[src/rtl/bit_serializer.sv]
// Parallel-to-serial feeder: FIFO-buffered words shifted out one bit per clock on sout.
// Optional even-parity trailer bit enabled by defining BIT_SERIALIZER_PARITY_EN.
module bit_serializer #(
    parameter int WIDTH     = 8,
    parameter int DEPTH     = 4,
    parameter bit MSB_FIRST = 1'b1
) (
    input  logic                     cp,
    input  logic                     reset,
    input  logic [WIDTH-1:0]         din,
    input  logic                     din_valid,
    output logic                     din_ready,
    output logic                     sout,
    output logic                     sout_valid,
    output logic                     busy,
    output logic [$clog2(DEPTH):0]   level
);

    localparam int AW = $clog2(DEPTH);
`ifdef BIT_SERIALIZER_PARITY_EN
    localparam int N = WIDTH + 1;
`else
    localparam int N = WIDTH;
`endif
    localparam int IW = $clog2(N);
    localparam logic [AW:0]   FULL_LEVEL = DEPTH[AW:0];
    localparam logic [IW-1:0] LAST_IDX   = IW'(N - 1);

    typedef enum logic {IDLE, SHIFT} state_t;

    state_t           state, stateNext;
    logic [WIDTH-1:0] mem [DEPTH];
    logic [AW-1:0]    wrPtr, rdPtr;
    logic [N-1:0]     shreg, shregNext, frame;
    logic [IW-1:0]    bitIdx, bitIdxNext;
    logic             soutNext, soutValidNext;
    logic             push, pop, loadWord;

    assign din_ready = (level < FULL_LEVEL);
    assign push      = din_valid && din_ready;
    assign busy      = (state == SHIFT);

    // The frame is arranged so that the parity bit, when present, is always emitted last.
    always_comb begin
`ifdef BIT_SERIALIZER_PARITY_EN
        if (MSB_FIRST) begin
            frame = {mem[rdPtr], ^mem[rdPtr]};
        end else begin
            frame = {^mem[rdPtr], mem[rdPtr]};
        end
`else
        frame = mem[rdPtr];
`endif
    end

    always_comb begin
        stateNext     = state;
        shregNext     = shreg;
        bitIdxNext    = bitIdx;
        soutNext      = 1'b0;
        soutValidNext = 1'b0;
        loadWord      = 1'b0;
        case (state)
            IDLE: begin
                if (level != '0) begin
                    loadWord = 1'b1;
                end
            end
            SHIFT: begin
                if (bitIdx != LAST_IDX) begin
                    bitIdxNext    = bitIdx + 1'b1;
                    soutValidNext = 1'b1;
                    if (MSB_FIRST) begin
                        soutNext  = shreg[N-1];
                        shregNext = shreg << 1;
                    end else begin
                        soutNext  = shreg[0];
                        shregNext = shreg >> 1;
                    end
                end else if (level != '0) begin
                    loadWord = 1'b1;
                end else begin
                    stateNext  = IDLE;
                    bitIdxNext = '0;
                end
            end
            default: stateNext = IDLE;
        endcase

        // Loading presents the first bit on the same edge so consecutive words have no gap.
        if (loadWord) begin
            stateNext     = SHIFT;
            bitIdxNext    = '0;
            soutValidNext = 1'b1;
            if (MSB_FIRST) begin
                soutNext  = frame[N-1];
                shregNext = frame << 1;
            end else begin
                soutNext  = frame[0];
                shregNext = frame >> 1;
            end
        end
    end

    assign pop = loadWord;

    always_ff @(posedge cp or posedge reset) begin
        if (reset) begin
            state      <= IDLE;
            shreg      <= '0;
            bitIdx     <= '0;
            sout       <= 1'b0;
            sout_valid <= 1'b0;
        end else begin
            state      <= stateNext;
            shreg      <= shregNext;
            bitIdx     <= bitIdxNext;
            sout       <= soutNext;
            sout_valid <= soutValidNext;
        end
    end

    // Pointers wrap naturally because DEPTH is a power of two.
    always_ff @(posedge cp or posedge reset) begin
        if (reset) begin
            wrPtr <= '0;
            rdPtr <= '0;
            level <= '0;
            for (int i = 0; i < DEPTH; i++) begin
                mem[i] <= '0;
            end
        end else begin
            if (push) begin
                mem[wrPtr] <= din;
                wrPtr      <= wrPtr + 1'b1;
            end
            if (pop) begin
                rdPtr <= rdPtr + 1'b1;
            end
            if (push && !pop) begin
                level <= level + 1'b1;
            end else if (pop && !push) begin
                level <= level - 1'b1;
            end
        end
    end

endmodule

[config.mk]
export PLATFORM = sky130hd
export DESIGN_NAME = bit_serializer
export DESIGN_NICKNAME = d
export VERILOG_FILES = /design/src/rtl/bit_serializer.sv
export SDC_FILE = /design/constraint.sdc
export NUM_CORES = 1
export LEC_CHECK = 0
export CAP_MARGIN = 20
export CORE_AREA = 2 2 70 72
export DETAILED_ROUTE_END_ITERATION = 10
export DIE_AREA = 0 0 72 74
export MAX_ROUTING_LAYER = met4
export PLACE_DENSITY_LB_ADDON = 0.2
export SYNTH_ARGS = -nofsm -noshare
export SYNTH_HDL_FRONTEND = slang
export SYNTH_SLANG_ARGS = --single-unit
[constraint.sdc]
create_clock -name cp -period 3 [get_ports cp]
set_input_delay 0.45 -clock cp [delete_from_list [all_inputs] [get_ports cp]]
set_output_delay 0.45 -clock cp [all_outputs]
set_load 0.01 [all_outputs]
== Yosys cells after proc, flatten, opt, wreduce, memory -nomap -nowiden ==
Index checks and enable logic that the tools add are counted.

* $lt $le $gt $ge: 4
* Multiplexer cells: 27
* $add $sub $neg: 5
* Equal/unequal tests: 2
* Bitwise gates (word level): 3
* Reductions and logical operators: 12

{| class="wikitable"
|+ Operators by type and width
! operator !! count
|-
| 8-bit 2-to-1 mux || 6
|-
| 32-bit bitwise mux || 1
|-
| 3-bit 2-to-1 mux || 6
|-
| 8-bit binary-select mux with 2-bit select || 1
|-
| 8-bit demux with 2-bit select || 1
|-
| 1-bit 2-to-1 mux || 11
|-
| 3-bit by 1-bit adder with 3-bit output, second input constant || 2
|-
| 3-bit >= comparator, second input constant || 2
|-
| 2-bit inverter with 3-bit output || 2
|-
| 2-bit nonzero test || 3
|-
| 2-bit by 1-bit adder with 2-bit output, second input constant || 2
|-
| 1-bit logical AND || 4
|-
| 2-bit AND reduction || 2
|-
| 3-bit by 1-bit less-than comparator with 1-bit output, second input constant || 1
|-
| 3-bit less-than comparator, second input constant || 1
|-
| 3-bit by 2-bit inequality test with 1-bit output, second input constant || 1
|-
| 3-bit inequality test, second input constant || 1
|-
| 3-bit nonzero test || 1
|-
| 3-bit by 1-bit subtractor with 3-bit output, second input constant || 1
|-
| 1-bit logical NOT || 2
|-
| 1-bit one-hot mux with 2 select lines || 1
|-
| 1-bit inverter || 1
|}

* Register bits after elaboration: 53
* Logic and storage cells: 65
* Bits of input ports: 11
* Output and inout bits: 7

== Longest topological paths before layout ==
Gate-level depths: netlist (run 1).

* Depth in word-level cells: 7
* Depth in mapped cells: 10
* Depth with buffers taken out: 10

== Worst setup path after synthesis (run 1) ==
No wires, ideal clock.

* Path kind: register to register
* Start: register bitIdx[0]
* End: register level[2]
* Required time: 2.920 ns
* Stages on the path, launching flop included: 11
* Data arrival time: 2.055 ns
* Slack: 0.865 ns
* Clock period less this slack: 2.135 ns
* Path buffers: 0
* Setup time: 0.080 ns
* Cells stage by stage: dfrtp_1 > ha_1 > ha_1 > or2b_4 > nand2_4 > ha_1 > inv_1 > fa_1 > xor2_1 > nor2_1 > xnor2_1

* Cells in the longest elaborated chain, start to end: 6
* Elaborated cells between the ends (all ways): 8
* Those cells by class: 1 x eq/ne; 3 x mux; 4 x reduce/logical

{| class="wikitable"
|+ Ends and longest elaborated chain
! item !! line !! text
|-
| start: declaration || 35 || <nowiki>logic [IW-1:0] bitIdx, bitIdxNext;</nowiki>
|-
| start signal: assignment || 117 || <nowiki>bitIdx <= bitIdxNext;</nowiki>
|-
| 3-bit inequality test (*) || 70 || <nowiki>if (bitIdx != LAST_IDX) begin</nowiki>
|-
| 1-bit 2-to-1 mux (*) || 70 ||
|-
| 1-bit one-hot mux with 2 select lines (*) || 63 || <nowiki>case (state)</nowiki>
|-
| 1-bit logical NOT || 140 || <nowiki>if (push && !pop) begin</nowiki>
|-
| 1-bit logical AND || 140 ||
|-
| 3-bit 2-to-1 mux or 2-bit nonzero test (tied branches) || -- ||
|-
| end signal: assignment || 141 || <nowiki>level <= level + 1'b1;</nowiki>
|-
| end signal: assignment || 143 || <nowiki>level <= level - 1'b1;</nowiki>
|-
| end: declaration || 16 || <nowiki>output logic [$clog2(DEPTH):0] level</nowiki>
|}

Mark *: on every way between the ends. The rest lies on a longest branch, timed or not.
A chain may end at the register's enable or synchronous reset.

== Worst setup path after layout (run 1) ==
Same ends and word-level chain as after synthesis.

==> results of run 1 <==
==> per-layer routing <==
metal  share of wire, %  vias to the layer above  global-route usage, %  routed length, µm
met2                 52                       24                  32.82               2312
li1                   -                      630                      -                  -
met4                1.7                        0                  7.547                 76
met5                  0                        -                      -                  0
met1                 44                      709                  25.68               1959
met3                2.3                        7                  3.252                103
==> stage by stage <==
stage	cell area [µm²]	setup WS, ns	utilization, %	total power, mW
finish	2840	0.6762	61.77	3.026
global route	2840	0.5521	61.77	3.251
CTS	2840	0.6540	61.77	3.057
detailed placement	2748	0.6877	59.76	2.651
global placement	2748	0.7581	59.76	2.575
floorplan	2544	0.8647	-	2.359
==> worst max-delay path: stages, from the launching register on <==
cell and delay, ns:
dfrtp_1 0.41, ha_1 0.21, ha_1 0.23, or2b_4 0.33, nand2_4 0.09, ha_1 0.17, inv_1 0.06, fa_1 0.37
xor2_1 0.15, nor2_1 0.12, xnor2_1 0.12
==> power by group through the flow <==
stage	registers (mW)	clock network [mW]	logic (mW)
final	1.32	0.397	1.31
after global routing	1.38	0.445	1.42
after CTS	1.33	0.410	1.32
after detailed placement	1.34	0	1.31
after global placement	1.30	0	1.27
after floorplan	1.22	0	1.14
==> worst min path at each step <==
| stage | endpoint | slack [ns] | cells after the start | from |
|---|---|---|---|---|
| floorplan | sout | 0.44 | 2 | shreg[7] |
| global placement | sout | 0.47 | 2 | shreg[7] |
| detailed placement | sout | 0.47 | 2 | shreg[7] |
| CTS | bitIdx[0] | 0.49 | 1 | bitIdx[0] |
| global route | bitIdx[0] | 0.52 | 1 | bitIdx[0] |
| finish | bitIdx[0] | 0.49 | 1 | bitIdx[0] |
==> cells by family (layout without fill, tap and decap cells) <==
family / count (synthesis) / count (layout) / share of synthesized area [%]
XOR/XNOR: 6 / 6 / 2.066
multiplexers: 41 / 41 / 26.41
flip-flops: 52 / 52 / 51.16
AO/OA/AOI/OAI: 18 / 18 / 4.082
adder cells (fa/ha/maj): 8 / 8 / 4.230
AND/OR/NAND/NOR: 34 / 34 / 9.395
buffers and inverters: 11 / 32 / 2.656
==> layout make-up <==
| cell class | count | area, µm² | share of cell area, % |
|---|---|---|---|
| Timing Repair Buffer | 19 | 185.2 | 6.520 |
| Clock inverter | 3 | 23.77 | 0.8370 |
| Inverter | 5 | 18.77 | 0.6608 |
| Clock buffer | 5 | 68.82 | 2.423 |
| Tap cell | 54 | 67.56 | 2.379 |
| Multi-Input combinational cell | 107 | 1175 | 41.37 |
| Sequential cell | 52 | 1301 | 45.82 |
==> Yosys cell counts <==
cell and n:
dfrtp_1 52, mux2_4 32, nand2_1 14, a21oi_1 13
mux4_2 8, ha_1 7, nor2_1 7, inv_1 5
xnor2_1 5, nand2_8 4, buf_6 3, a22o_1 2
a21boi_2 1, buf_1 1, buf_4 1, clkbuf_1 1
fa_1 1, mux2_2 1, nand2_4 1, nand3_1 1
nand3_2 1, nor2b_1 1, nor2b_2 1, nor3_2 1
nor4_1 1, o21ai_0 1, o21ai_1 1, or2b_4 1
or3_4 1, xor2_1 1
==> sequential cells by signal, summed over array words and instances (netlist names) <==
register and flops:
bitIdx 3, busy 1, level 3, mem 32, rdPtr 2, shreg 7, sout 1, sout_valid 1
wrPtr 2
==> results by group, run 1 <==
Status
  • Status: complete, no violations

Timing
  • Slew HR: 57.07%
  • Total negative slack: 0 ns
  • Slew Limit Fails: 0
  • Max Freq: between 400 and 500 MHz
  • RSZ-0062 raised after global routing: no
  • Worst-margin pin slew: 0.6440 ns
  • Hold_ws: 0.4857 ns
  • # setup viols final: 0
  • Hold Vio Cnt, Final: 0
  • Final Skew: 0.01330 ns
  • Period utilization: between 70 and 80%
  • Final min period: 2.324 ns

Route
  • Residual DRC: 0
  • Routed WL: 4451 µm
  • 1st-iter DRT viols: between 60 and 70
  • Drt wl/cell: 18.17 µm
  • Via count: roughly 1,400
  • Vias/cell: roughly 5.6
  • Antenna-violating nets left: 0
  • Initial DRT Pass Iterations: 4

Pwr
  • Pwr dens: 1066 nW/µm²
  • Cell Int Power: 2.012 mW
  • Worst vdd rail ir drop: between 0.4 and 0.5 mV
  • Net load switching power: 1.014 mW
  • Clock power share: 13.1%
  • Switching Fraction: 33.51%
  • Leak Pwr: between 1 and 1.5 nW
  • Combinational Power Share: 43.2%
  • Seq pwr share: a little over two fifths

Clocking
  • Clock sinks: 52
  • Longest Clk Path Bufs: 2
  • Clock latency on the worst-skew pair: 0.31 ns
  • Post-cts hold buffer count: 0
  • CTS tree: done
  • Clock slew at reported path FFs: around 0.1 ns
  • Postcts setup bufs: 0
  • Clock buffer count from CTS: 5
  • CTS root buffer: clkbuf_8
  • Post-CTS Resized: 0
  • CTS H-tree depth: 2

Worst setup path
  • Setup crit end kind: register
  • Critical Path AT: approximately 2.6 ns
  • Critical Path RT: about 3.2 ns
  • CP Launch Type: register
  • Setup crit end: level[2]
  • Worst setup path startpoint: bitIdx[0]
  • R2R Path Start: bitIdx[0]
  • Reg-to-reg endpoint: level[2]
  • Worst Reg-to-Reg Cells: 10
  • FF-to-FF setup slack: 0.68 ns
  • Critical path fanouts, max: 12
  • WS Path Type: reg2reg

Flow run
  • Max Cap Viol: 0

Yosys
  • Sequential-to-total area share from yosys stat: 51.16%
  • Synth unique cells: 30
  • Synth warnings: 0
  • Netlist Area Pre-Place: 2544 µm²
  • Mapped Cells: 170
  • Net Count, Synth: 189
  • Share of the synthesized area in the top cell type: 51.16%
  • #FFs+latches synth: 52
  • Area contributors post-synth: dfrtp_1 51%, mux2_4 19%, mux4_2 7.1%, ha_1 3.4%, nand2_8 3.1%
  • Dominant cell type by area after synthesis: dfrtp_1
  • Mean Syn Cell Area: 14.96 µm²

Placed design
  • GP Congestion: between 0.7 and 0.8
  • Post-DP HPWL: 3036 µm
  • IO buf count: 17
  • Placed Cells: 237

Floorplanning
  • Core ar.: 4598 µm²
  • Die Y: around 74 µm
  • Initial Utilization: 55.32%
  • Die X: 72 µm
  • Std cell rows: 25
  • DIE AREA: around 5300 µm²
  • Ports: 18

Final layout
  • Commonest non-fill, non-tap cells in the layout: 52 x dfrtp_1, 32 x mux2_4, 17 x clkdlybuf4s50_1, 14 x nand2_1, 13 x a21oi_1
  • Final nets: 209
  • Ratio of cells with drive above 1 in the final layout: 32.98%
  • Synth-to-Final Area Change: 11.66%
  • Most common cell after layout, fill and taps aside: dfrtp_1
  • Filler cells: 348
  • Final Non-Filler Cells: 245
  • Ant diodes: 0

GRT
  • Antenna violations before repair: 0
  • GRT Residual Overflow: 0
  • Largest net degree at the start of global routing: 53
  • Gr usage total: approximately a fifth
  • First-pass GRT wire length: 7728 µm
  • Number of global-route vias before repair: 1,525

Min path
  • Hold Path Class: reg2reg
(Power assumes the default switching activity.)
==> run 2: changes to the inputs <==
- CORE_AREA: 2 2 70 72 -> 2 2 73 75
- DIE_AREA: 0 0 72 74 -> 0 0 75 77
- clock period: 3 -> 1.9 ns (I/O delays scaled with it)
==> results by group, run 2 (synthesized netlist as in run 1, its figures left out) <==
Status
  • Status: finished, violations left
  • Failing checks: negative setup slack

Placed design
  • Placed Cells: 265 (+12%)
  • IO buf count: 17 (unchanged)
  • GP Congestion: 0.7749 (+2.6%)
  • Post-DP HPWL: 3267 µm (+7.6%)

Worst setup path
  • Critical Path RT: 2.12 ns (-1.11 ns)
  • Critical-path cell list: ha_4 -> ha_4 -> or2b_4 -> nand2_4 -> ha_4 -> inv_2 -> fa_2 -> xor2_1 -> nor2_1 -> xnor2_1
  • Slowest Stage Delay on Critical Path: 0.42 ns (about the same)
  • Critical Path AT: 2.27 ns (-0.29 ns)
  • WS Path Type: reg2reg
  • Critical path fanouts, max: 2 (-10)
  • Crit path top cell by count: ha_4
  • Slowest stage cell, crit path: dfrtp_1
  • CP Launch Type: register
  • Setup crit end kind: register

Final layout
  • Ant diodes: 0 (unchanged)
  • Most common cell after layout, fill and taps aside: dfrtp_1
  • Top flop regs: mem: 32 flops, shreg: 7 flops
  • Final nets: 225 (+7.7%)
  • Ratio of cells with drive above 1 in the final layout: 41.55% (+8.6 points)
  • Final Non-Filler Cells: 277 (+13%)
  • Commonest non-fill, non-tap cells in the layout: 50 x dfrtp_1, 33 x mux2_4, 18 x buf_4, 17 x clkdlybuf4s50_1, 14 x nand2_1
  • Max reg flops: 32 (unchanged)
  • Most flop-heavy register: mem
  • Synth-to-Final Area Change: 18.99%
  • Finished Core Util: 60.81% (-0.96 points)

GRT
  • First-pass GRT wire length: 7935 µm (+2.7%)
  • Gr usage total: 18.95% (-1.2 points)
  • GRT Residual Overflow: 0 (unchanged)
  • Antenna violations before repair: 0 (unchanged)
  • Number of global-route vias before repair: 1,587 (+4.1%)
  • Largest net degree at the start of global routing: 34 (-36%)

Clocking
  • Clock slew at reported path FFs: 0.09 ns (about the same)
  • CTS root buffer: clkbuf_8
  • Clock buffer count from CTS: 5 (unchanged)
  • Post-cts hold buffer count: 0 (unchanged)
  • CTS tree: done
  • Clock latency on the worst-skew pair: 0.30 ns (about the same)
  • Clock sinks: 52 (unchanged)
  • Longest Clk Path Bufs: 2 (unchanged)
  • CTS H-tree depth: 2 (unchanged)

Timing
  • Worst-margin pin slew: 0.6058 ns (-0.03813 ns)
  • Max Freq: 487.8 MHz (+13%)
  • Slew HR: 59.39% (+2.3 points)
  • Total negative slack: -0.2832 ns (-0.2832 ns)
  • Final min period: 2.050 ns (-0.2737 ns)
  • Hold Vio Cnt, Final: 0 (unchanged)
  • Slew Limit Fails: 0 (unchanged)
  • RSZ-0062 raised after global routing: yes
  • # setup viols final: 2 (+2)
  • Final setup margin: -0.1501 ns (-0.8263 ns)
  • Hold_ws: 0.3324 ns (-0.1533 ns)
  • Final Skew: 0.004637 ns (-0.008661 ns)
  • Period utilization: 107.9% (+30 points)

Floorplanning
  • Die X: 75 µm (+4.2%)
  • Std cell rows: 26 (+4.0%)
  • Die Y: 77 µm (+4.1%)
  • DIE AREA: 5775 µm² (+8.4%)
  • Ports: 18 (unchanged)
  • Initial Utilization: 51.11% (-4.2 points)
  • Core ar.: 4977 µm² (+8.2%)

Route
  • Drt wl/cell: 16.63 µm (-8.5%)
  • Residual DRC: 0 (unchanged)
  • Via count: 1,417 (+3.4%)
  • Vias/cell: 5.116 (-8.5%)
  • Antenna-violating nets left: 0 (unchanged)
  • Routed WL: 4607 µm (+3.5%)
  • 1st-iter DRT viols: 60 (-10%)
  • Initial DRT Pass Iterations: 4 (unchanged)

Pwr
  • Worst vdd rail ir drop: 0.6716 mV (+36%)
  • Pwr dens: 1673 nW/µm² (+57%)
  • Overall power: 5.062 mW (+67%)
  • Leak Pwr: 1.408 nW (+6.7%)

Flow run
  • Max Cap Viol: 0 (unchanged)

Min path
  • Hold Path Class: in2async
[run 2: worst paths after layout]
path | start | end | slack, ns | cells past startpoint
max | bitIdx[0] | level[2] | -0.15 | 10
min | reset | wrPtr[1] | 0.33 | 3
max reg2reg | bitIdx[0] | level[2] | -0.15 | 10
min reg2reg | shreg[7] | sout | 0.48 | 2
max in group asynchronous | reset | mem[23] | 1.19 | 3
min in group cp | shreg[7] | sout | 0.48 | 2
[run 2: final cells by class]
type / count / area, µm²
clock inverters: 2 / 10.01
multi-input cells: 107 / 1219
inverters: 5 / 18.77
fillers: 387 / 1951
well taps: 70 / 87.58
clock buffers: 6 / 82.58
flip-flops and latches: 52 / 1304
repair buffers: 35 / 305.3
[run 2: where the power goes]
group / internal, mW / switching [mW] / leakage (nW)
sequential: 1.64 / 0.358 / 0.622
combinational: 1.48 / 0.945 / 0.735
clock: 0.291 / 0.347 / 0.0510
total: 3.41 / 1.65 / 1.41
[run 2: metrics by stage]
stage                     setup WS [ns]  area [µm²]
after floorplan                 -0.1010        2580
after global placement         -0.06697        2894
after detailed placement        -0.1548        2894
after CTS                       -0.1497        3012
after global routing            -0.2172        3027
final                           -0.1501        3027
[run 2: routing by layer]
metal	vias to the layer above	GRT usage (%)	routed length, µm
met1	724	24.89	2112
met5	-	-	0
met3	7	3.942	110
li1	668	-	-
met2	18	30.00	2335
met4	0	4.821	49
[run 2: critical path, delay by kind of cell (launching register included)]
family,cells,cell delay [ns]
buffers and inverters,1,0.03
adders and majority gates,4,0.78
xor gates and xnor gates,2,0.27
DFF,1,0.42
and+or+nand+nor,3,0.46
[run 2: repair_timing]
item,4_1_cts,5_1_grt
pin swaps,4,4
setup endpoints to repair,2,2
gates resized for setup,1,0
buffers inserted,2,2
==> run 3: changes to the inputs <==
- CELL_PAD_IN_SITES_DETAIL_PLACEMENT: not set -> 0
- CELL_PAD_IN_SITES_GLOBAL_PLACEMENT: not set -> 1
- CORE_AREA: 2 2 73 75 -> 2 2 80 82
- DIE_AREA: 0 0 75 77 -> 0 0 82 84
==> results by group, run 3 (synthesized netlist as in run 1, its figures left out) <==
Placed design
  • GP Congestion: 0.7195 (-7.1%)
  • Placed Instance Area: 2915 µm² (+0.73%)
  • Placed Cells: 272 (+2.6%)
  • Place WS: -0.1396 ns (+0.01513 ns)
  • IO buf count: 17 (unchanged)
  • Post-DP HPWL: 3320 µm (+1.6%)

Final layout
  • Max reg flops: 32 (unchanged)
  • Ant diodes: 0 (unchanged)
  • Final nets: 229 (+1.8%)
  • Final Non-Filler Cells: 288 (+4.0%)
  • Fin area: 3072 µm² (+1.5%)
  • Filler cells: 536 (+39%)
  • Commonest non-fill, non-tap cells in the layout: 50 x dfrtp_1, 33 x mux2_4, 21 x buf_4, 17 x clkdlybuf4s50_1, 14 x nand2_1
  • Ratio of cells with drive above 1 in the final layout: 42.65% (+1.1 points)
  • Top flop regs: mem: 32 flops, shreg: 7 flops
  • Most flop-heavy register: mem
  • Most common cell after layout, fill and taps aside: dfrtp_1
  • Synth-to-Final Area Change: 20.76%

Route
  • Routed WL: 4692 µm (+1.8%)
  • Initial DRT Pass Iterations: 4 (unchanged)
  • 1st-iter DRT viols: 83 (+38%)
  • Drt wl/cell: 16.29 µm (-2.0%)
  • Via count: 1,444 (+1.9%)
  • Residual DRC: 0 (unchanged)
  • Vias/cell: 5.014 (-2.0%)
  • Antenna-violating nets left: 0 (unchanged)

Worst setup path
  • WS Path Type: reg2reg
  • R2R Path Start: bitIdx[1]
  • FF-to-FF setup slack: -0.12 ns (+0.03 ns)
  • Crit path top cell by count: ha_4
  • CP Buf/Inv Count: 1 (unchanged)
  • Critical path fanouts, max: 2 (unchanged)
  • Critical Path RT: 2.14 ns (+0.02 ns)
  • CP Launch Type: register
  • Worst Reg-to-Reg Cells: 10 (unchanged)
  • Critical-path cell list: ha_2 -> ha_4 -> or2b_4 -> nand2_4 -> ha_4 -> inv_2 -> fa_2 -> xor2_1 -> nor2_1 -> xnor2_1
  • Setup crit end kind: register
  • Critical Path AT: 2.26 ns (about the same)
  • Reg-to-reg endpoint: level[2]
  • Crit path max-delay family: adder cells
  • Slowest stage cell, crit path: dfrtp_1
  • Slowest Stage Delay on Critical Path: 0.40 ns (-0.02 ns)

GRT
  • Met1 Track Usage GR: 22.42% (-2.5 points)
  • GRT Residual Overflow: 0 (unchanged)
  • Antenna violations before repair: 0 (unchanged)
  • First-pass GRT wire length: 8121 µm (+2.3%)
  • M3 GR Usage: 3.571% (-0.37 points)
  • GR Layer Usage met2: 23.58% (-6.4 points)
  • Gr usage total: 16.11% (-2.8 points)
  • Largest net degree at the start of global routing: 37 (+8.8%)
  • Number of global-route vias before repair: 1,572 (-0.95%)
  • Busiest grt layer: met2

Flow run
  • Max Cap Viol: 0 (unchanged)

Clocking
  • Clock slew at reported path FFs: 0.10 ns (about the same)
  • Longest Clk Path Bufs: 2 (unchanged)
  • CTS H-tree depth: 2 (unchanged)
  • CTS root buffer: clkbuf_8
  • CTS tree: done
  • Post-CTS Resized: 0 (-1)
  • Clock sinks: 52 (unchanged)
  • Clock buffer count from CTS: 5 (unchanged)
  • Clock latency on the worst-skew pair: 0.31 ns (about the same)
  • Post-cts hold buffer count: 0 (unchanged)

Timing
  • Final Skew: 0.004073 ns (-0.0005647 ns)
  • Period utilization: 106.4% (-1.4 points)
  • Final min period: 2.023 ns (-0.02752 ns)
  • Slew HR: 64.51% (+5.1 points)
  • Final setup margin: -0.1225 ns (+0.02752 ns)
  • Worst-margin pin slew: 0.5294 ns (-0.07639 ns)
  • RSZ-0062 raised after global routing: yes
  • Slew Limit Fails: 0 (unchanged)
  • Hold Vio Cnt, Final: 0 (unchanged)
  • Max Freq: 494.4 MHz (+1.4%)
  • # setup viols final: 2 (unchanged)
  • Total negative slack: -0.2332 ns (+0.05000 ns)

Status
  • Status: finished, violations left
  • Failing checks: negative setup slack

Floorplanning
  • Initial Utilization: 41.73% (-9.4 points)
  • Core ar.: 6096 µm² (+22%)
  • Std cell rows: 29 (+12%)
  • DIE AREA: 6888 µm² (+19%)
  • Ports: 18 (unchanged)
  • Die X: 82 µm (+9.3%)
  • Die Y: 84 µm (+9.1%)

Pwr
  • Worst vdd rail ir drop: 0.8198 mV (+22%)
  • Leak Pwr: 1.426 nW (+1.3%)
  • Pwr dens: 1673 nW/µm² (about the same)
  • Overall power: 5.138 mW (+1.5%)

Min path
  • Hold Path Class: in2async
## run 3: worst max-delay path by stage
stage,from,endpoint,cells after the start
3_3_place_gp,bitIdx[0],level[2],10
5_1_grt,bitIdx[1],level[2],10
4_1_cts,bitIdx[1],level[2],10
3_5_place_dp,bitIdx[0],level[2],10
2_1_floorplan,level[2],level[1],7
6_report,bitIdx[1],level[2],10
## run 3: layout make-up
class	count	area, µm²	area share [%]
multi-input combinational	107	1209	39.35
clock inverter	3	27.53	0.8961
timing repair buffer	39	347.8	11.32
sequential	52	1304	42.44
inverter	5	18.77	0.6110
clock buffer	5	68.82	2.240
tap	77	96.34	3.136
## run 3: where the power goes
group | internal (mW) | switching, mW
registers | 1.64 | 0.310
logic | 1.52 | 0.995
clock network | 0.271 | 0.394
## run 3: stage by stage
step                      utilization (%)  hold WS [ns]
after CTS                           49.90        0.2619
final                               50.39        0.2661
after global routing                50.39        0.2776
after global placement              47.82        0.4585
after detailed placement            47.82        0.4708
after floorplan                         -        0.4335
## run 3: metal layers
| metal | vias to the layer above | share of wire (%) |
|---|---|---|
| met2 | 21 | 48 |
| li1 | 670 | - |
| met5 | - | 0 |
| met3 | 6 | 2.7 |
| met4 | 0 | 1.4 |
| met1 | 747 | 48 |
## run 3: repair_timing
action / in CTS / in global routing
buffers inserted: 4 / 4
setup endpoints to repair: 2 / 2
pin swaps: 2 / 0
